[config.mk]
export PLATFORM = sky130hd
export DESIGN_NAME = rr_arbiter
export DESIGN_NICKNAME = d
export VERILOG_FILES = /design/src/rtl/rr_arbiter.sv
export SDC_FILE = /design/constraint.sdc
export NUM_CORES = 1
export LEC_CHECK = 0
export BUFFER_PORTS_ARGS = -buffer_cell sky130_fd_sc_hd__buf_2
export CAP_MARGIN = 20
export CORE_AREA = 2 2 39 41
export CTS_CLUSTER_SIZE = 28
export DETAILED_ROUTE_END_ITERATION = 12
export DIE_AREA = 0 0 41 43
export GPL_TIMING_DRIVEN = 0
export HOLD_SLACK_MARGIN = 0.1
export PLACE_DENSITY = 0.71
export SLEW_MARGIN = 25
export SYNTH_ARGS = -nofsm -noshare
export SYNTH_HDL_FRONTEND = slang
export SYNTH_SLANG_ARGS = --single-unit
[constraint.sdc]
create_clock -name clk -period 1.4 [get_ports clk]
set_input_delay 0.07 -clock clk [delete_from_list [all_inputs] [get_ports clk]]
set_output_delay 0.07 -clock clk [all_outputs]
set_load 0.005 [all_outputs]
[src/rtl/rr_arbiter.sv]
`default_nettype none
// ============================================================================
// Module      : rr_arbiter
// Description : Round-robin arbiter with a registered one-hot grant. Priority
//               rotates to the port after the last-granted one. The grant is
//               held until it is released, either when the granted request
//               drops (RELEASE=0) or on an acknowledge pulse from the granted
//               port (RELEASE=1). On a release cycle the next winner is picked
//               in the same cycle, so there is no idle cycle between grants.
// Ports       : clk           - single clock, rising edge
//               rst           - synchronous active-high reset
//               request       - per-port request level
//               acknowledge   - per-port release pulse (RELEASE=1 only)
//               grant         - registered one-hot grant
//               grant_valid   - registered, high iff grant is non-zero
//               grant_encoded - registered binary index of the grant
// Revision    : 1.0 - initial release
// ============================================================================
module rr_arbiter #(
    parameter int PORTS   = 4,
    parameter int RELEASE = 0,
    localparam int c_idx_w = (PORTS > 1) ? $clog2(PORTS) : 1
) (
    input  logic               clk,
    input  logic               rst,
    input  logic [PORTS-1:0]   request,
    input  logic [PORTS-1:0]   acknowledge,
    output logic [PORTS-1:0]   grant,
    output logic               grant_valid,
    output logic [c_idx_w-1:0] grant_encoded
);

    localparam logic [0:0]         c_st_idle    = 1'b0;
    localparam logic [0:0]         c_st_granted = 1'b1;
    // Last-granted index after reset: makes port 0 the first in line.
    localparam logic [c_idx_w-1:0] c_last_rst   = c_idx_w'(PORTS - 1);

    logic [0:0]         r_state;
    logic [0:0]         w_state_nxt;
    logic [c_idx_w-1:0] r_last;
    logic [c_idx_w-1:0] w_last_nxt;
    logic [PORTS-1:0]   r_grant;
    logic [PORTS-1:0]   w_grant_nxt;
    logic [c_idx_w-1:0] r_grant_enc;
    logic [c_idx_w-1:0] w_grant_enc_nxt;
    logic               r_grant_valid;

    logic [PORTS-1:0]   w_last_sh;
    logic [PORTS-1:0]   w_mask;
    logic [PORTS-1:0]   w_req_masked;
    logic [PORTS-1:0]   w_cand;
    logic [PORTS-1:0]   w_sel;
    logic [c_idx_w-1:0] w_sel_idx;
    logic               w_ack_hit;
    logic               w_drop_hit;
    logic               w_release;
    logic               w_arbitrate;

    // One-hot of LAST moved up by one position; bit 0 can never be set, so a
    // LAST of PORTS-1 (or PORTS=1) yields an empty mask.
    genvar gi;
    generate
        for (gi = 0; gi < PORTS; gi++) begin : g_last_sh
            if (gi == 0) begin : g_bit0
                assign w_last_sh[gi] = 1'b0;
            end else begin : g_bitn
                assign w_last_sh[gi] = (r_last == c_idx_w'(gi - 1));
            end
        end
    endgenerate

    // OR prefix scan: every port strictly above LAST becomes eligible first.
    always_comb begin
        w_mask    = '0;
        w_mask[0] = w_last_sh[0];
        for (int k = 1; k < PORTS; k++) begin
            w_mask[k] = w_mask[k-1] | w_last_sh[k];
        end
    end

    // Prefer requests above LAST; if none, wrap to the full request vector.
    assign w_req_masked = request & w_mask;
    assign w_cand       = (|w_req_masked) ? w_req_masked : request;
    // Isolate the lowest set bit (two's-complement trick).
    assign w_sel        = w_cand & (~w_cand + PORTS'(1));

    always_comb begin
        w_sel_idx = '0;
        for (int k = 0; k < PORTS; k++) begin
            if (w_sel[k]) begin
                w_sel_idx = c_idx_w'(k);
            end
        end
    end

    // Only the granted port's request/acknowledge can release the grant.
    assign w_ack_hit   = |(r_grant & acknowledge);
    assign w_drop_hit  = |(r_grant & ~request);
    assign w_release   = (RELEASE != 0) ? w_ack_hit : w_drop_hit;
    assign w_arbitrate = (r_state == c_st_idle) || w_release;

    always_comb begin
        w_state_nxt     = r_state;
        w_last_nxt      = r_last;
        w_grant_nxt     = r_grant;
        w_grant_enc_nxt = r_grant_enc;
        if (w_arbitrate) begin
            if (|request) begin
                w_state_nxt     = c_st_granted;
                w_grant_nxt     = w_sel;
                w_grant_enc_nxt = w_sel_idx;
                w_last_nxt      = w_sel_idx;
            end else begin
                w_state_nxt     = c_st_idle;
                w_grant_nxt     = '0;
                w_grant_enc_nxt = '0;
            end
        end
    end

    always_ff @(posedge clk) begin
        if (rst) begin
            r_state       <= c_st_idle;
            r_last        <= c_last_rst;
            r_grant       <= '0;
            r_grant_enc   <= '0;
            r_grant_valid <= 1'b0;
        end else begin
            r_state       <= w_state_nxt;
            r_last        <= w_last_nxt;
            r_grant       <= w_grant_nxt;
            r_grant_enc   <= w_grant_enc_nxt;
            r_grant_valid <= |w_grant_nxt;
        end
    end

    assign grant         = r_grant;
    assign grant_valid   = r_grant_valid;
    assign grant_encoded = r_grant_enc;

endmodule
`default_nettype wire

### Word level (Yosys, flattened, before mapping)

Cells that the tools add are included.

* register bits after elaboration: 10
* word-level logic and storage cells: 31
* output and inout bits: 7

* mux-type cells: 8
* reduce and logical (&&, ||, !) cells: 7
* bitwise gates (word level): 8
* equality and inequality tests: 2
* add/sub/neg operators: 1

Operator list (count)
* OR reduction 4 bit: 4
* bitwise AND 4 bit: 3
* two-way mux 4 bit: 3
* NOT 4 bit: 2
* two-way mux 2 bit: 3
* adder 4 x 1 -> 4 bit (second input constant): 1
* equality test 2 x 1 -> 1 bit (second input constant): 1
* equality test 2 bit (second input constant): 1
* logical NOT 2 bit: 1
* two-way mux 1 bit: 2
* bitwise OR 1 bit: 2
* AND reduction 2 bit: 1
* logical OR 1 bit: 1
* NOT 1 bit: 1

### Logic depth before layout (Yosys ltp)

* word-level depth: 13
* depth in mapped cells: 6
* gate-level depth less buffers: 4

### Worst setup path before layout

OpenSTA, ideal clock, no wires.

* kind: register to register
* start: reg r_grant[2] (netlist: grant[2])
* end: reg r_last[0]
* setup time: 146 ps
* stages on the path, launching flop included: 6
* buffers on the path: 1
* data arrival time: 1138 ps
* setup slack: 116 ps
* period minus slack after synthesis: 1284 ps
* data required time: 1254 ps
* cell sequence: dfxtp_1 or2b_1 and4_1 buf_6 a21oi_2 o2111ai_2

* longest elaborated chain between the ends: 4

RTL lines
* from (decl): line 42 `logic [PORTS-1:0] r_grant;`
* from (signal assigned): line 131 `r_grant <= w_grant_nxt;`
* bitwise AND 4 bit: line 98 `assign w_drop_hit = |(r_grant & ~request);`
* OR reduction 4 bit: line 98
* logical OR 1 bit: line 100 `assign w_arbitrate = (r_state == c_st_idle) || w_release;`
* AND reduction 2 bit (no line)
* to (signal assigned): line 124 `r_last <= c_last_rst;`
* to (signal assigned): line 130 `r_last <= w_last_nxt;`
* to (decl): line 40 `logic [c_idx_w-1:0] r_last;`

Every way passes these cells.
A chain may end at the register's enable or synchronous reset.

### Final worst setup path

Same ends and word-level chain as after synthesis.

==> results.json <==
{
  "syn-cell-area_um2": 554,
  "cts_tree": "yes",
  "grt_pass1_vias": 506,
  "synthesis.nets": 70,
  "hold_class": "in2reg",
  "die_x_um": 41,
  "synth_flop_cell": "dfxtp_1",
  "drt_iter0_drc": 10,
  "syn_to_final_growth_pct": 24.4,
  "cts_setup_buffers": 0,
  "reg2reg_slack_ns": 0.08,
  "hold_viol": 0,
  "status": "completed",
  "finalInstanceArea_um2": 689,
  "antenna_found_initial": 0,
  "maxSlewHeadroom_pct": 60.6,
  "clk_latency_ns": 0.27,
  "synthArstFlopShare_pct": 0,
  "clkPwrFrac_pct": 34.2,
  "reg2reg_from": "grant[2]",
  "grt_use_total_pct": 17.9,
  "final_common_cell": "buf_2",
  "yosysSeqAreaShare_pct": 36.1,
  "grt_pass1_wl_um": 2100,
  "dp_hpwl_um": 885,
  "num-nets-final": 85,
  "route.detailed.drc": 0,
  "crit_arrival_ns": 1.44,
  "min_period_over_period_pct": 94.5,
  "skew_ns": 0.00745,
  "final_cell_mix": "buf_2 (10), dfxtp_1 (9), nand3_1 (7)",
  "worstRegToRegCells": 5,
  "whs_endpoint": "grant[1]",
  "setup_viol": 0,
  "clkSinkCount": 10,
  "overflow": 0,
  "initial_core_util_pct": 40.1,
  "syn_area_per_cell_um2": 9.24,
  "drive_above_1_share_pct": 36.5,
  "reg2reg_to": "r_last[0]",
  "ys_ff_latch": 10,
  "cts_inserted_buffers": 3,
  "max_freq_mhz": 756,
  "syn_inst": 60,
  "switching_share_pct": 28.8,
  "gp_congestion": 0.712,
  "row_count": 14,
  "dieArea_mm2": 0.00176,
  "setup_tns_ns": 0,
  "yosysUniqueCellTypes": 30,
  "slowest_delay_ns": 0.35,
  "cp.required_ns": 1.52,
  "num_vias": 520,
  "power_frac_comb_pct": 22.7,
  "path_max_fanout": 9,
  "fill_cells": 129,
  "htreeDepth": 1,
  "synth.top_cell.area_share_pct": 36.1,
  "ys_warn_count": 0,
  "synthTopCellsByArea": "dfxtp_1 (36%), nand3_1 (6.3%), a21oi_1 (5.4%), o2111ai_2 (5.4%), buf_6 (4.1%)",
  "slowest_stage": "dfxtp_2",
  "crit_family": "simple AND/OR/NAND/NOR gates",
  "worst-path-buf-inv": 1,
  "io_pins": 17,
  "drv_cap": 0,
  "crit_type": "reg2reg",
  "grt_max_degree": 10,
  "vias_per_cell": 5.78,
  "synth_edf_count": 0,
  "dpl_cell_area_um2": 624,
  "holdPathStages": 3,
  "switching_power_uw": 222,
  "p_seq_share_pct": 43.1,
  "cts-root-buf": "clkbuf_4",
  "drt_wl_total_um": 1260,
  "intPower_uw": 548,
  "post-route-util_pct": 49.8,
  "maxSlewViolCount": 0,
  "core_area_mm2": 0.00138,
  "grt_setup_unrepaired": "yes",
  "antenna_cells": 0,
  "clock_path_buffers": 2,
  "dieHeight_um": 43,
  "p_leak_nw": 0.261,
  "clk_pin_slew_ns": 0.07,
  "end_kind": "register",
  "vdd_drop_max_mv": 0.644,
  "critical_path.startpoint_type": "register",
  "dr.pass1.iters": 4,
  "drtAntennaViolNets": 0,
  "place.port_buffers": 10,
  "synth_largest_area_cell": "dfxtp_1",
  "min_from": "request[1]",
  "hold_slack_ns": 0.143,
  "path_cells": "or2b_1 -> and4_1 -> buf_6 -> a21oi_4 -> o2111ai_2",
  "wire_per_inst_um": 13.9,
  "tightest_slew_ns": 0.586,
  "layout_min_cycle_time_ns": 1.32,
  "powerDensity_mw_per_mm2": 1120
}
## power groups by stage
stage | sequential, mW | combinational (mW) | clock, mW
4_1_cts | 0.331 | 0.160 | 0.275
3_5_place_dp | 0.338 | 0.159 | 0
6_report | 0.332 | 0.174 | 0.264
5_1_grt | 0.336 | 0.195 | 0.290
2_1_floorplan | 0.336 | 0.111 | 0
3_3_place_gp | 0.338 | 0.158 | 0
## cell usage after synthesis (2+ instances only)
cell type / count
dfxtp_1: 10
nand3_1: 7
a21oi_1: 6
inv_1: 3
nand2b_1: 3
nor2b_1: 3
buf_6: 2
o2111ai_1: 2
o2111ai_2: 2
o21ai_0: 2
## per-stage QoR
step | power, mW | setup WS [ns] | std cells
after global placement | 0.496 | 0.0369 | 86
after detailed placement | 0.497 | 0.0441 | 86
after global routing | 0.821 | 0.00222 | 90
final | 0.770 | 0.0777 | 90
after floorplan | 0.447 | 0.116 | 60
after CTS | 0.766 | 0.0232 | 90
## worst reg2reg max path: stages (launching register included)
cell and delay [ns]:
dfxtp_2 0.35, or2b_1 0.25, and4_1 0.20, buf_6 0.14, a21oi_4 0.13, o2111ai_2 0.11
## per-layer routing
layer  track usage, %  part of all wire (%)  up-vias  routed length (um)
met5                0                     0        -                   0
met4             8.00                   1.1        0                  14
met3             7.85                   3.4        2                  43
met2             26.9                    50       11                 625
met1             21.2                    45      246                 570
li1                 -                     -      261                   -
## kinds of logic (layout without fill, tap and decap cells)
logic type | after synthesis | count (layout) | share of synthesized area [%]
AND/OR/NAND/NOR | 22 | 22 | 24.4
flip-flops | 10 | 10 | 36.1
AO/OA/AOI/OAI | 21 | 21 | 31.4
buffers and inverters | 7 | 21 | 8.13
## repair_timing
item / CTS / global route
setup endpoints to repair: 0 / 4
gates resized for setup: 0 / 5
hold buffers: 0 / 0
## state kept, by name (all words and copies together) (netlist names)
signal / cells
grant: 4
r_last: 2
grant_encoded: 2
r_state: 1
grant_valid: 1
## worst max path at each step
stage / to / cells after the start / from
finish: r_last[0] / 5 / grant[2]
CTS: grant_valid / 4 / grant[2]
floorplan: r_last[0] / 5 / grant[2]
detailed placement: r_last[0] / 5 / grant[2]
global placement: grant_valid / 4 / grant[2]
global route: r_last[0] / 4 / grant[2]
## layout make-up
cell class / count / area, um^2 / area share (%)
inverters: 3 / 11.3 / 1.63
repair buffers: 10 / 50.0 / 7.26
plain buffers: 4 / 33.8 / 4.90
clock buffers: 4 / 36.3 / 5.26
flip-flops and latches: 10 / 201 / 29.2
well taps: 16 / 20.0 / 2.90
multi-input cells: 43 / 337 / 48.8
(Power assumes the default switching activity.)
